## src/rtl/btn_pulse_gen_pkg.sv

```systemverilog
// Shared definitions for the push-button conditioning stage: FSM state encodings and
// default parameter values used by btn_pulse_gen and its synchroniser.
package btn_pulse_gen_pkg;

    localparam logic [1:0] IDLE         = 2'd0;
    localparam logic [1:0] PRESS_WAIT   = 2'd1;
    localparam logic [1:0] HELD         = 2'd2;
    localparam logic [1:0] RELEASE_WAIT = 2'd3;

    localparam int DEF_SYNC_STAGES   = 2;
    localparam int DEF_STABLE_CYCLES = 4;
    localparam int DEF_CNT_W         = 8;
    localparam int DEF_REPEAT_DELAY  = 16;
    localparam int DEF_REPEAT_PERIOD = 8;

endpackage

```

## src/rtl/btn_pulse_gen_if.sv

```systemverilog
// Button-side signal bundle: raw button level in, debounced level and press strobe out.
interface btn_pulse_gen_if;

    logic btn_in;
    logic pulse;
    logic level;

    modport master (output btn_in, input pulse, input level);
    modport slave  (input btn_in, output pulse, output level);

endinterface

```

## src/rtl/bit_sync.sv

```systemverilog
// Single-bit flop-chain synchroniser with synchronous active-high reset; out is the last flop.
module bit_sync #(
    parameter int STAGES = 2
) (
    input  logic clk,
    input  logic reset,
    input  logic d,
    output logic q
);

    logic [STAGES-1:0] sync_q;
    logic [STAGES-1:0] sync_d;

    always_comb begin
        sync_d = {sync_q[STAGES-2:0], d};
    end

    always_ff @(posedge clk) begin
        if (reset) begin
            sync_q <= '0;
        end else begin
            sync_q <= sync_d;
        end
    end

    assign q = sync_q[STAGES-1];

endmodule

```

## src/rtl/btn_pulse_gen.sv

```systemverilog
// Synchronises and debounces a raw push button, emitting one pulse per accepted press.
// Define BTN_PULSE_REPEAT_EN to add auto-repeat pulses while the button stays held.
module btn_pulse_gen
    import btn_pulse_gen_pkg::*;
#(
    parameter int SYNC_STAGES   = DEF_SYNC_STAGES,
    parameter int STABLE_CYCLES = DEF_STABLE_CYCLES,
    parameter int CNT_W         = DEF_CNT_W
`ifdef BTN_PULSE_REPEAT_EN
    ,
    parameter int REPEAT_DELAY  = DEF_REPEAT_DELAY,
    parameter int REPEAT_PERIOD = DEF_REPEAT_PERIOD
`endif
) (
    input  logic             clk,
    input  logic             reset,
    btn_pulse_gen_if.slave   bus,
    output logic [1:0]       state_dbg
);

    logic             s;
    logic [1:0]       state_q, state_d;
    logic [CNT_W-1:0] cnt_q, cnt_d;
    logic             level_q, level_d;
    logic             pulse_q, pulse_d;

    bit_sync #(.STAGES(SYNC_STAGES)) u_sync (
        .clk   (clk),
        .reset (reset),
        .d     (bus.btn_in),
        .q     (s)
    );

`ifdef BTN_PULSE_REPEAT_EN
    logic [CNT_W-1:0] rep_cnt_q, rep_cnt_d;
    logic [CNT_W-1:0] rep_nxt;
    assign rep_nxt = rep_cnt_q + CNT_W'(1);
`endif

    always_comb begin
        state_d = state_q;
        cnt_d   = cnt_q;
        level_d = level_q;
        pulse_d = 1'b0;
`ifdef BTN_PULSE_REPEAT_EN
        rep_cnt_d = '0;
`endif
        case (state_q)
            IDLE: begin
                level_d = 1'b0;
                if (s) begin
                    state_d = PRESS_WAIT;
                    cnt_d   = CNT_W'(1);
                end
            end
            PRESS_WAIT: begin
                if (!s) begin
                    state_d = IDLE;
                    cnt_d   = '0;
                end else if (cnt_q == CNT_W'(STABLE_CYCLES - 1)) begin
                    state_d = HELD;
                    level_d = 1'b1;
                    pulse_d = 1'b1;
                    cnt_d   = '0;
                end else begin
                    cnt_d = cnt_q + CNT_W'(1);
                end
            end
            HELD: begin
                level_d = 1'b1;
                if (!s) begin
                    state_d = RELEASE_WAIT;
                    cnt_d   = CNT_W'(1);
                end
`ifdef BTN_PULSE_REPEAT_EN
                // After the first repeat the counter is rewound one period so every later
                // repeat lands on the same compare value (assumes REPEAT_DELAY >= REPEAT_PERIOD).
                else if (rep_nxt == CNT_W'(REPEAT_DELAY)) begin
                    pulse_d   = 1'b1;
                    rep_cnt_d = CNT_W'(REPEAT_DELAY - REPEAT_PERIOD);
                end else begin
                    rep_cnt_d = rep_nxt;
                end
`endif
            end
            RELEASE_WAIT: begin
                if (s) begin
                    state_d = HELD;
                    cnt_d   = '0;
                end else if (cnt_q == CNT_W'(STABLE_CYCLES - 1)) begin
                    state_d = IDLE;
                    level_d = 1'b0;
                    cnt_d   = '0;
                end else begin
                    cnt_d = cnt_q + CNT_W'(1);
                end
            end
            default: begin
                state_d = IDLE;
                cnt_d   = '0;
                level_d = 1'b0;
            end
        endcase
    end

    always_ff @(posedge clk) begin
        if (reset) begin
            state_q <= IDLE;
            cnt_q   <= '0;
            level_q <= 1'b0;
            pulse_q <= 1'b0;
        end else begin
            state_q <= state_d;
            cnt_q   <= cnt_d;
            level_q <= level_d;
            pulse_q <= pulse_d;
        end
    end

`ifdef BTN_PULSE_REPEAT_EN
    always_ff @(posedge clk) begin
        if (reset) begin
            rep_cnt_q <= '0;
        end else begin
            rep_cnt_q <= rep_cnt_d;
        end
    end
`endif

    assign bus.pulse = pulse_q;
    assign bus.level = level_q;
    assign state_dbg = state_q;

endmodule

```

## src/flat_wrapper.sv

```systemverilog
// flat-port wrapper written by rule: the top's interface ports become plain ports
module btn_pulse_gen_flat import btn_pulse_gen_pkg::*;
#(
    parameter int SYNC_STAGES   = DEF_SYNC_STAGES,
    parameter int STABLE_CYCLES = DEF_STABLE_CYCLES,
    parameter int CNT_W         = DEF_CNT_W

)
  (clk, reset, state_dbg, bus_btn_in, bus_pulse, bus_level);
  btn_pulse_gen_if bus_i ();
  input  logic clk;
  input  logic reset;
  output logic [1:0] state_dbg;
  input wire logic [$bits(bus_i.btn_in)-1:0] bus_btn_in;
  output wire logic [$bits(bus_i.pulse)-1:0] bus_pulse;
  output wire logic [$bits(bus_i.level)-1:0] bus_level;
  assign bus_i.btn_in = bus_btn_in;
  assign bus_pulse = bus_i.pulse;
  assign bus_level = bus_i.level;
  btn_pulse_gen #(.SYNC_STAGES(SYNC_STAGES), .STABLE_CYCLES(STABLE_CYCLES), .CNT_W(CNT_W)) u_core (.clk(clk), .reset(reset), .bus(bus_i), .state_dbg(state_dbg));
endmodule
```

## config.mk

```make
export PLATFORM = sky130hd
export DESIGN_NAME = btn_pulse_gen_flat
export DESIGN_NICKNAME = d
export VERILOG_FILES = /design/src/rtl/btn_pulse_gen_pkg.sv /design/src/rtl/btn_pulse_gen_if.sv /design/src/rtl/bit_sync.sv /design/src/rtl/btn_pulse_gen.sv /design/src/flat_wrapper.sv
export SDC_FILE = /design/constraint.sdc
export NUM_CORES = 1
export LEC_CHECK = 0
export BUFFER_PORTS_ARGS = -buffer_cell sky130_fd_sc_hd__buf_2
export CAP_MARGIN = 20
export CELL_PAD_IN_SITES_DETAIL_PLACEMENT = 0
export CELL_PAD_IN_SITES_GLOBAL_PLACEMENT = 1
export CORE_ASPECT_RATIO = 1.2
export CORE_UTILIZATION = 46
export DETAILED_ROUTE_END_ITERATION = 7
export PLACE_DENSITY_LB_ADDON = 0.1
export SLEW_MARGIN = 20
export SYNTH_ARGS = -nofsm -noshare
export SYNTH_HDL_FRONTEND = slang
export SYNTH_HIERARCHICAL = 1
export SYNTH_SLANG_ARGS = --single-unit
export TNS_END_PERCENT = 20
```

## constraint.sdc

```tcl
create_clock -name clk -period 3.4 [get_ports clk]
set_clock_uncertainty 0.05 [all_clocks]
set_input_delay 0.68 -clock clk [delete_from_list [all_inputs] [get_ports clk]]
set_output_delay 0.68 -clock clk [all_outputs]
set_load 0.05 [all_outputs]
```

==> results.md, run 1 <==
- Clock Path Buffers: 2
- Post_cts resized: 0
- Warnings from Yosys: 6
- WP data arrival: 2170 ps
- Maximum VDD drop: 218 µV
- Yosys top cell by area: dfxtp_1
- Cell class contributing the biggest share of worst-path delay: compound AO/OA/AOI/OAI gates
- Register area share after synthesis: between 30 and 40%
- Inserted Diodes: 0
- Root Driver: clkbuf_4
- Reg2Reg Capture Point: u_core/cnt_q[6]$_SDFFE_PP0P_
- RSZ-0062 raised after global routing: no
- Post-CTS Hold Buffers: 0
- GRT Resource Usage Total: 17.1%
- Cell leakage power: 0.295 nW
- Synthesized instance count: 85
- Kind of critical path: flop to flop
- Grt total ovfl: 0
- Largest net degree at the start of global routing: 16
- Slowest cell delay on critical path: 420 ps
- CTS tree: done
- Worst Reg2Reg Path Length in Cells: 6
- R2R Setup Slk: 1370 ps
- DRT antenna net count: 0
- Top cells by count, synth: 14 x dfxtp_1, 7 x nand2_1, 6 x nor2_1
- Tmin final: 2030 ps
- Critical Path, Cell by Cell: inv_1 -> ha_1 -> mux2_4 -> a211oi_4 -> or3b_1 -> a31oi_1
- # H-tree levels: 1
- 1st-iter DRT viols: 13
- Vias per inst: 5.71
- Placed Cells incl. Taps: 105
- Initial antenna violation count: 0
- Dominant cells by area after synthesis: dfxtp_1 36%, ha_1 8.0%, mux2i_1 3.8%
- Hold Startpoint: u_core/u_sync/sync_q[0]$_SDFF_PP0_
- Yosys reg bits: 14
- Nets: 101
- Count leader, synth: dfxtp_1
- Sequential cell area: 280 µm²
- Chip width: slightly below 40 µm
- Post-synth cell types: 35
- Worst path bufs/invs: 1
- Critical Path Fanout Max: 14
- CP Capture Type: flop
- Residual DRC count: 0
- Routability Congestion: approximately 0.73
- Crit-path slowest cell: dfxtp_1
- Footprint of the multi-input gates: 470 µm²
- Post-synth EDFFs: 0
- Status: finished clean
- Worst Hold Margin: 405 ps
- # Max-Cap Violations: 0
- Pre-CTS setup slack: between 1000 and 1500 ps
- Synthesized area: 781 µm²
- Die height: 47.1 µm
- Filler cells: roughly 160
- Hold Crit Depth: 1
- Initial Util: 52.0%
- Number of global-route vias before repair: 490
- Non-Filler Instances: 108
- # port buffers: 6
- Area growth, synth to finish: 7.05%
- DP Area: 813 µm²
- Worst-path clk slew: 70 ps
- Final WL: 1430 µm
- Worst Tran Pin Value: 398 ps
- Area fraction in compound gates after synthesis: 18.4%
- Num Clock Sinks: 14
- Post-Synth Simple-Gate Area: 26.3%
- Num CTS Buffers: 3
- Row Count: 15
- Postcts setup bufs: 0
- Setup ws final: ~1400 ps
- Final-report hold violation count: 0
- Routed vias: 617
- Predominant post-synthesis flop cell: dfxtp_1
- Ratio of cells with drive above 1 in the final layout: 17.6%
- Achievable frequency: 0.493 GHz
- Worst EP required: 3550 ps
- FFs w/ async S/R, synth: 0%
- PD cells: about 400 nW/µm²
- WHS Endpoint: u_core/u_sync/sync_q[1]$_SDFF_PP0_
- Tot Pwr: 0.328 mW
- Min-delay worst type: flop to flop
- Sum Neg Setup Slack: 0 ps
- RR Startpoint: u_core/state_dbg[0]$_SDFFE_PP0P_
- Final instance area: around 840 µm²
- Rel. slew slack: between 70% and 80%
- Synthesized area per cell: 9.19 µm²
- I/O Pins: 7
- Xor/xnor share of the synthesized area: 0%
- Adder-Cell Fraction of Synth Area: about 8.0%
- Mapped Nets: 93
- DR pass1 iterations: 4
- Slew Limit Fails: 0
- WP depth: 6
- Clk_lat worst skew: between 200 and 300 ps
- First-pass GRT wire length: roughly 2100 µm
- Mux cell area share after synthesis: 7.53%
- Final core utilization: 55.7%
- Worst setup SP type: flop
- HPWL after DPL: 1040 µm
- Routed WL per cell: 13.3 µm
- Largest family of logic cells by synthesized area: simple AND/OR/NAND/NOR gates
- Post-synth top area share: a little over a third
- # setup viols final: 0
- Core area: 1500 µm²
- Fin crit share: 59.6%
- Die area: around 1900 µm²
how the worst max path moves through the flow:
stage	startpoint	to	slack (ps)
6_report	u_core/state_dbg[0]$_SDFFE_PP0P_	u_core/cnt_q[6]$_SDFFE_PP0P_	1370
2_1_floorplan	u_core/state_dbg[0]$_SDFFE_PP0P_	u_core/cnt_q[6]$_SDFFE_PP0P_	1200
4_1_cts	u_core/state_dbg[0]$_SDFFE_PP0P_	u_core/cnt_q[6]$_SDFFE_PP0P_	1370
5_1_grt	u_core/state_dbg[0]$_SDFFE_PP0P_	u_core/cnt_q[6]$_SDFFE_PP0P_	1250
3_3_place_gp	u_core/state_dbg[0]$_SDFFE_PP0P_	u_core/cnt_q[6]$_SDFFE_PP0P_	1470
3_5_place_dp	u_core/state_dbg[0]$_SDFFE_PP0P_	u_core/cnt_q[6]$_SDFFE_PP0P_	1390
report_power, final:
part	switching, mW	internal, mW
registers	0.00650	0.170
logic	0.0437	0.0206
clock network	0.0455	0.0409
total	0.0957	0.232
kinds of logic after synthesis:
family          Yosys count
mux                       5
simple gates             35
compound gates           20
fa+ha+maj                 5
buf+inv                   6
flops                    14
state kept, by name (all words and copies together), names as in the netlist, named ones only:
signal	cells
u_core/bus.level	1
u_core/bus.pulse	1
u_core/cnt_q	8
u_core/state_dbg	1
u_core/u_sync/sync_q	2
cell type report:
| class | count | area share (%) |
|---|---|---|
| Sequential cell | 14 | 33.5 |
| Multi-Input combinational cell | 65 | 56.3 |
| Timing Repair Buffer | 6 | 3.59 |
| Inverter | 3 | 1.35 |
| Tap cell | 17 | 2.54 |
| Clock buffer | 3 | 2.69 |
routing by layer:
| layer | GRT usage (%) | vias up | routed length, µm |
|---|---|---|---|
| met1 | 22.2 | 279 | 729 |
| met4 | 4.14 | 0 | 12 |
| met2 | 26.2 | 10 | 643 |
| met3 | 7.11 | 2 | 47 |
| met5 | 0 | - | 0 |
| li1 | - | 326 | - |
cell usage in the layout (no fill, tap or decap), drive strengths merged, types with 4 or more instances in the layout:
cell   synthesis  final
dfxtp         14     14
nor3           4      4
ha             5      5
nand3          4      4
buf            1      6
nor2           6      6
nand2          7      7
mux2i          4      4
a21oi          6      6
(Power assumes the default switching activity.)
==> inputs of run 2 (changes only) <==
- ABC_AREA: not set -> 1
- CORE_UTILIZATION: 46 -> 40
- clock period: 3.4 -> 2.1 ns (I/O delays scaled with it)
==> results.md, run 2 <==
- Status: finished clean (unchanged)
- Row Count: 17 (was 15)
- Post_cts resized: 0 (unchanged)
- Die area: 2220 µm² (was 1870 µm²)
- Nets: 138 (was 101)
- Ratio of cells with drive above 1 in the final layout: 19.4% (was 17.6%)
- Worst Hold Margin: 294 ps (was 405 ps)
- Commonest non-fill, non-tap cell in the layout: nand2_1 (was dfxtp_1)
- Postcts setup bufs: 0 (unchanged)
- Cell leakage power: 0.434 nW (was 0.295 nW)
- Synthesized area per cell: 6.86 µm² (was 9.19 µm²)
- Chip width: 43.2 µm (was 39.6 µm)
- Dominant cells by area after synthesis: dfxtp_1 34%, nand2_1 14%, inv_1 7.8% (was dfxtp_1 36%, ha_1 8.0%, mux2i_1 3.8%)
- Routed vias: 735 (was 617)
- 1st-iter DRT viols: 14 (was 13)
- Largest reg by FF count: u_core/cnt_q (unchanged)
- Synthesized area: 816 µm² (was 781 µm²)
- CTS tree: done (unchanged)
- Grt total ovfl: 0 (unchanged)
- # Max-Cap Violations: 0 (unchanged)
- Count leader, synth: nand2_1 (was dfxtp_1)
- Residual DRC count: 0 (unchanged)
- GRT Resource Usage Total: 17.8% (was 17.1%)
- I/O Pins: 7 (unchanged)
- Vias per inst: 4.97 (was 5.71)
- Core area: 1870 µm² (was 1500 µm²)
- Post-CTS Hold Buffers: 0 (unchanged)
- Die height: 51.5 µm (was 47.1 µm)
- Worst-path clk slew: 90 ps (was 70 ps)
- Synthesized instance count: 119 (was 85)
- Hold Crit Depth: 3 (was 1)
- Initial antenna violation count: 0 (unchanged)
- Worst Tran Pin Value: 390 ps (was 398 ps)
- Final instance area: 906 µm² (was 836 µm²)
- Rel. slew slack: 73.9% (was 72.9%)
- Num CTS Buffers: 3 (unchanged)
- Tot Pwr: 1.02 mW (was 0.328 mW)
- DR pass1 iterations: 4 (unchanged)
- Number of global-route vias before repair: 701 (was 490)
- PD cells: 1120 nW/µm² (was 392 nW/µm²)
- Clock Path Buffers: 2 (unchanged)
- # port buffers: 6 (unchanged)
- Pre-CTS setup slack: 498 ps (was 1390 ps)
- Tmin final: 1590 ps (was 2030 ps)
- Mapped Nets: 127 (was 93)
- RR Startpoint: u_core/state_dbg[0]$_SDFFE_PP0P_ (unchanged)
- Worst setup SP type: flop (unchanged)
- Sum Neg Setup Slack: 0 ps (unchanged)
- DRT antenna net count: 0 (unchanged)
- WP data arrival: 1720 ps (was 2170 ps)
- Post-synth cell types: 21 (was 35)
- Final WL: 1680 µm (was 1430 µm)
- Final core utilization: 48.4% (was 55.7%)
- Predominant post-synthesis flop cell: dfxtp_1 (unchanged)
- First-pass GRT wire length: 2950 µm (was 2130 µm)
- Top cells by count, synth: 30 x nand2_1, 17 x inv_1, 17 x nor2_1 (was 14 x dfxtp_1, 7 x nand2_1, 6 x nor2_1)
- Post-synth top area share: 34.4% (was 35.9%)
- Reg2Reg Capture Point: u_core/state_dbg[0]$_SDFFE_PP0P_ (was u_core/cnt_q[6]$_SDFFE_PP0P_)
- Worst EP required: 2230 ps (was 3550 ps)
- Initial Util: 43.6% (was 52.0%)
- Routability Congestion: 0.743 (was 0.734)
- Critical Path Fanout Max: 8 (was 14)
- CP Capture Type: flop (unchanged)
- Achievable frequency: 0.627 GHz (was 0.493 GHz)
- Top flop regs: u_core/cnt_q (8), u_core/u_sync/sync_q (2) (unchanged)
- Routed WL per cell: 11.4 µm (was 13.3 µm)
- HPWL after DPL: 1320 µm (was 1040 µm)
- Slew Limit Fails: 0 (unchanged)
- RSZ-0062 raised after global routing: no (unchanged)
- Placed Cells incl. Taps: 144 (was 105)
- Register area share after synthesis: 34.4% (was 35.9%)
- R2R Setup Slk: 510 ps (was 1370 ps)
- Root Driver: clkbuf_4 (unchanged)
- Most frequent cells in the layout: 30 x nand2_1, 17 x inv_1, 17 x nor2_1 (was 14 x dfxtp_1, 7 x nand2_1, 6 x buf_2, 6 x nor2_1)
- FFs w/ async S/R, synth: 0% (unchanged)
- Hold Startpoint: bus_btn_in (was u_core/u_sync/sync_q[0]$_SDFF_PP0_)
- Num Clock Sinks: 14 (unchanged)
- Yosys top cell by area: dfxtp_1 (unchanged)
- Worst Reg2Reg Path Length in Cells: 8 (was 6)
- WHS Endpoint: u_core/u_sync/sync_q[0]$_SDFF_PP0_ (was u_core/u_sync/sync_q[1]$_SDFF_PP0_)
- Largest register FFs: 8 (unchanged)
- # H-tree levels: 1 (unchanged)
- Final-report hold violation count: 0 (unchanged)
- # setup viols final: 0 (unchanged)
- DP Area: 870 µm² (was 813 µm²)
- Clk_lat worst skew: 280 ps (was 260 ps)
- Post-synth EDFFs: 0 (unchanged)
- Warnings from Yosys: 6 (unchanged)
- Setup ws final: 505 ps (was 1370 ps)
- Fin crit share: 76.0% (was 59.6%)
- Yosys reg bits: 14 (unchanged)
- Largest net degree at the start of global routing: 9 (was 16)
- Maximum VDD drop: 670 µV (was 218 µV)
- Non-Filler Instances: 148 (was 108)
- Inserted Diodes: 0 (unchanged)
- Area growth, synth to finish: 11.0% (was 7.05%)
- Kind of critical path: flop to flop (unchanged)
- Min-delay worst type: input pin to flop (was flop to flop)
[run 2: cell count changes after synthesis, sizes merged, moves of 3 or more]
cell    change
nand2      +29
inv        +16
nor2       +13
mux2i       -4
a211oi      -3
nor2b       -3
o21ai       +3
[run 2: cell type report]
cell class | count | area (µm²)
inverters | 19 | 73.8
flip-flops and latches | 14 | 280
clock buffers | 4 | 36.3
well taps | 19 | 23.8
multi-input cells | 86 | 462
fillers | 204 | 966
repair buffers | 6 | 30.0
[run 2: cell families after synthesis]
kind of cell / after synthesis / synth area share (%)
fa+ha+maj: 5 / 7.67
simple gates: 68 / 39.4
flops: 14 / 34.4
compound gates: 13 / 9.51
buf+inv: 19 / 9.05
[run 2: how the worst max path moves through the flow]
stage	start	slack, ps	depth (start not counted)	to
after detailed placement	u_core/state_dbg[0]$_SDFFE_PP0P_	500	8	u_core/state_dbg[0]$_SDFFE_PP0P_
after CTS	u_core/state_dbg[0]$_SDFFE_PP0P_	480	8	u_core/state_dbg[0]$_SDFFE_PP0P_
after global routing	u_core/state_dbg[0]$_SDFFE_PP0P_	370	7	u_core/cnt_q[4]$_SDFFE_PP0P_
after floorplan	u_core/state_dbg[0]$_SDFFE_PP0P_	330	8	u_core/state_dbg[0]$_SDFFE_PP0P_
final	u_core/state_dbg[0]$_SDFFE_PP0P_	510	8	u_core/state_dbg[0]$_SDFFE_PP0P_
after global placement	u_core/state_dbg[0]$_SDFFE_PP0P_	470	8	u_core/state_dbg[0]$_SDFFE_PP0P_
[run 2: worst max-delay path, stage by stage, from the launching register on]
cell     delay [ps]
dfxtp_1         430
inv_1           110
ha_1            220
nand2_1         130
nand2_4         100
inv_4           120
nand2_2          90
nor3_1          180
nor2_1           60
[run 2: layer usage]
metal  part of all wire [%]  GRT usage, %  vias up  routed length (µm)
li1                       -             -      392                   -
met1                     43          20.3      336                 731
met2                     54          31.8        5                 909
met3                    1.7          2.12        2                  29
met4                   0.59          9.09        0                  10
met5                      0             0        -                   0
[run 2: report_power, final]
group          switching [mW]  total, mW  leakage, nW  internal, mW
Sequential             0.0384      0.346        0.114         0.308
Clock                  0.0907      0.196       0.0210         0.105
Combinational           0.342      0.477        0.299         0.135
==> inputs of run 3 (changes only) <==
- CORE_UTILIZATION: 40 -> 36
- clock period: 2.1 -> 1.45 ns (I/O delays scaled with it)
==> results.md, run 3 (synthesis gave the netlist of run 2 again) <==
- Number of global-route vias before repair: 704 (was 701)
- Worst setup SP type: flop (unchanged)
- HPWL after DPL: 1370 µm (was 1320 µm)
- # H-tree levels: 1 (unchanged)
- Grt total ovfl: 0 (unchanged)
- Commonest non-fill, non-tap cell in the layout: nand2_1 (unchanged)
- Initial antenna violation count: 0 (unchanged)
- Rel. slew slack: 84.3% (was 73.9%)
- Die height: 54.1 µm (was 51.5 µm)
- Filler cells: 221 (was 204)
- Clk_lat worst skew: 280 ps (about the same)
- Cell leakage power: 0.495 nW (was 0.434 nW)
- Status: finished clean (unchanged)
- Critical Path Fanout Max: 6 (was 8)
- Num Clock Sinks: 14 (unchanged)
- WP data arrival: 1570 ps (was 1720 ps)
- Final WL: 1910 µm (was 1680 µm)
- R2R Setup Slk: 60 ps (was 510 ps)
- Root Driver: clkbuf_4 (unchanged)
- Largest reg by FF count: u_core/cnt_q (unchanged)
- PD cells: 1660 nW/µm² (was 1120 nW/µm²)
- # Max-Cap Violations: 0 (unchanged)
- Non-Filler Instances: 167 (was 148)
- Worst EP required: 1620 ps (was 2230 ps)
- Residual DRC count: 0 (unchanged)
- # setup viols final: 0 (unchanged)
- Ratio of cells with drive above 1 in the final layout: 38.0% (was 19.4%)
- Die area: 2460 µm² (was 2220 µm²)
- Worst-path clk slew: 90 ps (about the same)
- Min-delay worst type: input pin to flop (unchanged)
- CP Capture Type: flop (unchanged)
- Routed WL per cell: 11.5 µm (was 11.4 µm)
- Clock Path Buffers: 2 (unchanged)
- Tmin final: 1390 ps (was 1590 ps)
- Most frequent cells in the layout: 27 x nand2_1, 15 x nor2_1, 14 x inv_1 (was 30 x nand2_1, 17 x inv_1, 17 x nor2_1)
- Slew Limit Fails: 0 (unchanged)
- DR pass1 iterations: 4 (unchanged)
- # port buffers: 6 (unchanged)
- I/O Pins: 7 (unchanged)
- Largest net degree at the start of global routing: 9 (unchanged)
- Maximum VDD drop: 954 µV (was 670 µV)
- Worst Tran Pin Value: 233 ps (was 390 ps)
- DRT antenna net count: 0 (unchanged)
- Achievable frequency: 0.717 GHz (was 0.627 GHz)
- Nets: 146 (was 138)
- Kind of critical path: flop to flop (unchanged)
- Final-report hold violation count: 0 (unchanged)
- Initial Util: 38.9% (was 43.6%)
- Area growth, synth to finish: 35.3% (was 11.0%)
- Top flop regs: u_core/cnt_q (8), u_core/u_sync/sync_q (2) (unchanged)
- Fin crit share: 96.1% (was 76.0%)
- Core area: 2090 µm² (was 1870 µm²)
- 1st-iter DRT viols: 29 (was 14)
- Chip width: 45.5 µm (was 43.2 µm)
- Placed Cells incl. Taps: 159 (was 144)
- GRT Resource Usage Total: 17.2% (was 17.8%)
- Largest register FFs: 8 (unchanged)
- Routed vias: 807 (was 735)
- Inserted Diodes: 0 (unchanged)
- First-pass GRT wire length: 2950 µm (about the same)
- Routability Congestion: 0.761 (was 0.743)
- Vias per inst: 4.83 (was 4.97)
- CTS tree: done (unchanged)
- Final core utilization: 52.7% (was 48.4%)
- Num CTS Buffers: 3 (unchanged)
- Row Count: 18 (was 17)
-- run 3: area by class of cell --
cell class / instances / area, µm² / area share (%)
inverters: 19 / 78.8 / 7.14
multi-input cells: 86 / 569 / 51.6
repair buffers: 14 / 90.1 / 8.16
flip-flops and latches: 14 / 292 / 26.4
clock buffers: 4 / 36.3 / 3.29
well taps: 30 / 37.5 / 3.40
-- run 3: timing repair --
action | 4_1_cts | 5_1_grt
buffers inserted | 0 | 4
hold buffers | 0 | 0
pin swaps | 0 | 9
cloned | 0 | 0
resized for setup | 1 | 28
endpoints found under the setup margin | 6 | 10
-- run 3: path summary, 6_finish.rpt --
kind	startpoint	to	cells past startpoint
setup / recovery	u_core/state_dbg[0]$_SDFFE_PP0P_	u_core/cnt_q[3]$_SDFFE_PP0P_	7
hold reg to reg	u_core/u_sync/sync_q[0]$_SDFF_PP0_	u_core/u_sync/sync_q[1]$_SDFF_PP0_	2
setup reg to reg	u_core/state_dbg[0]$_SDFFE_PP0P_	u_core/cnt_q[3]$_SDFFE_PP0P_	7
hold / removal	bus_btn_in	u_core/u_sync/sync_q[0]$_SDFF_PP0_	3
-- run 3: layer usage --
metal  GRT usage (%)  vias to the layer above  routed length, µm
met3            2.35                        2                 37
met4            10.1                        0                 19
li1                -                      413                  -
met2            31.0                        8               1050
met5               0                        -                  0
met1            18.8                      384                804
-- run 3: power by group --
group,total [mW],internal (mW),switching [mW]
Combinational,0.995,0.384,0.611
Sequential,0.544,0.464,0.0807
Clock,0.289,0.153,0.137
Total,1.83,1.00,0.828
-- run 3: per-stage QoR --
stage / hold WS [ps] / setup TNS (ps) / power [mW] / area (µm²) / worst slack [ps]
finish: 159 / 0 / 1.83 / 1100 / 55.9
global route: 140 / -61.4 / 1.97 / 1100 / -19.1
CTS: 148 / -47.0 / 1.56 / 960 / -16.7
detailed placement: 349 / -84.2 / 1.26 / 921 / -29.4
global placement: 346 / -72.8 / 1.26 / 921 / -52.6
floorplan: 309 / 0 / 1.06 / 823 / 9.81
-- run 3: critical path, stage by stage (launching register included) --
cell and delay, ps:
dfxtp_4 420, ha_4 160, inv_1 80, o21ai_4 210
nand2_2 110, nand2_2 110, nand2_2 90, nor3_2 100
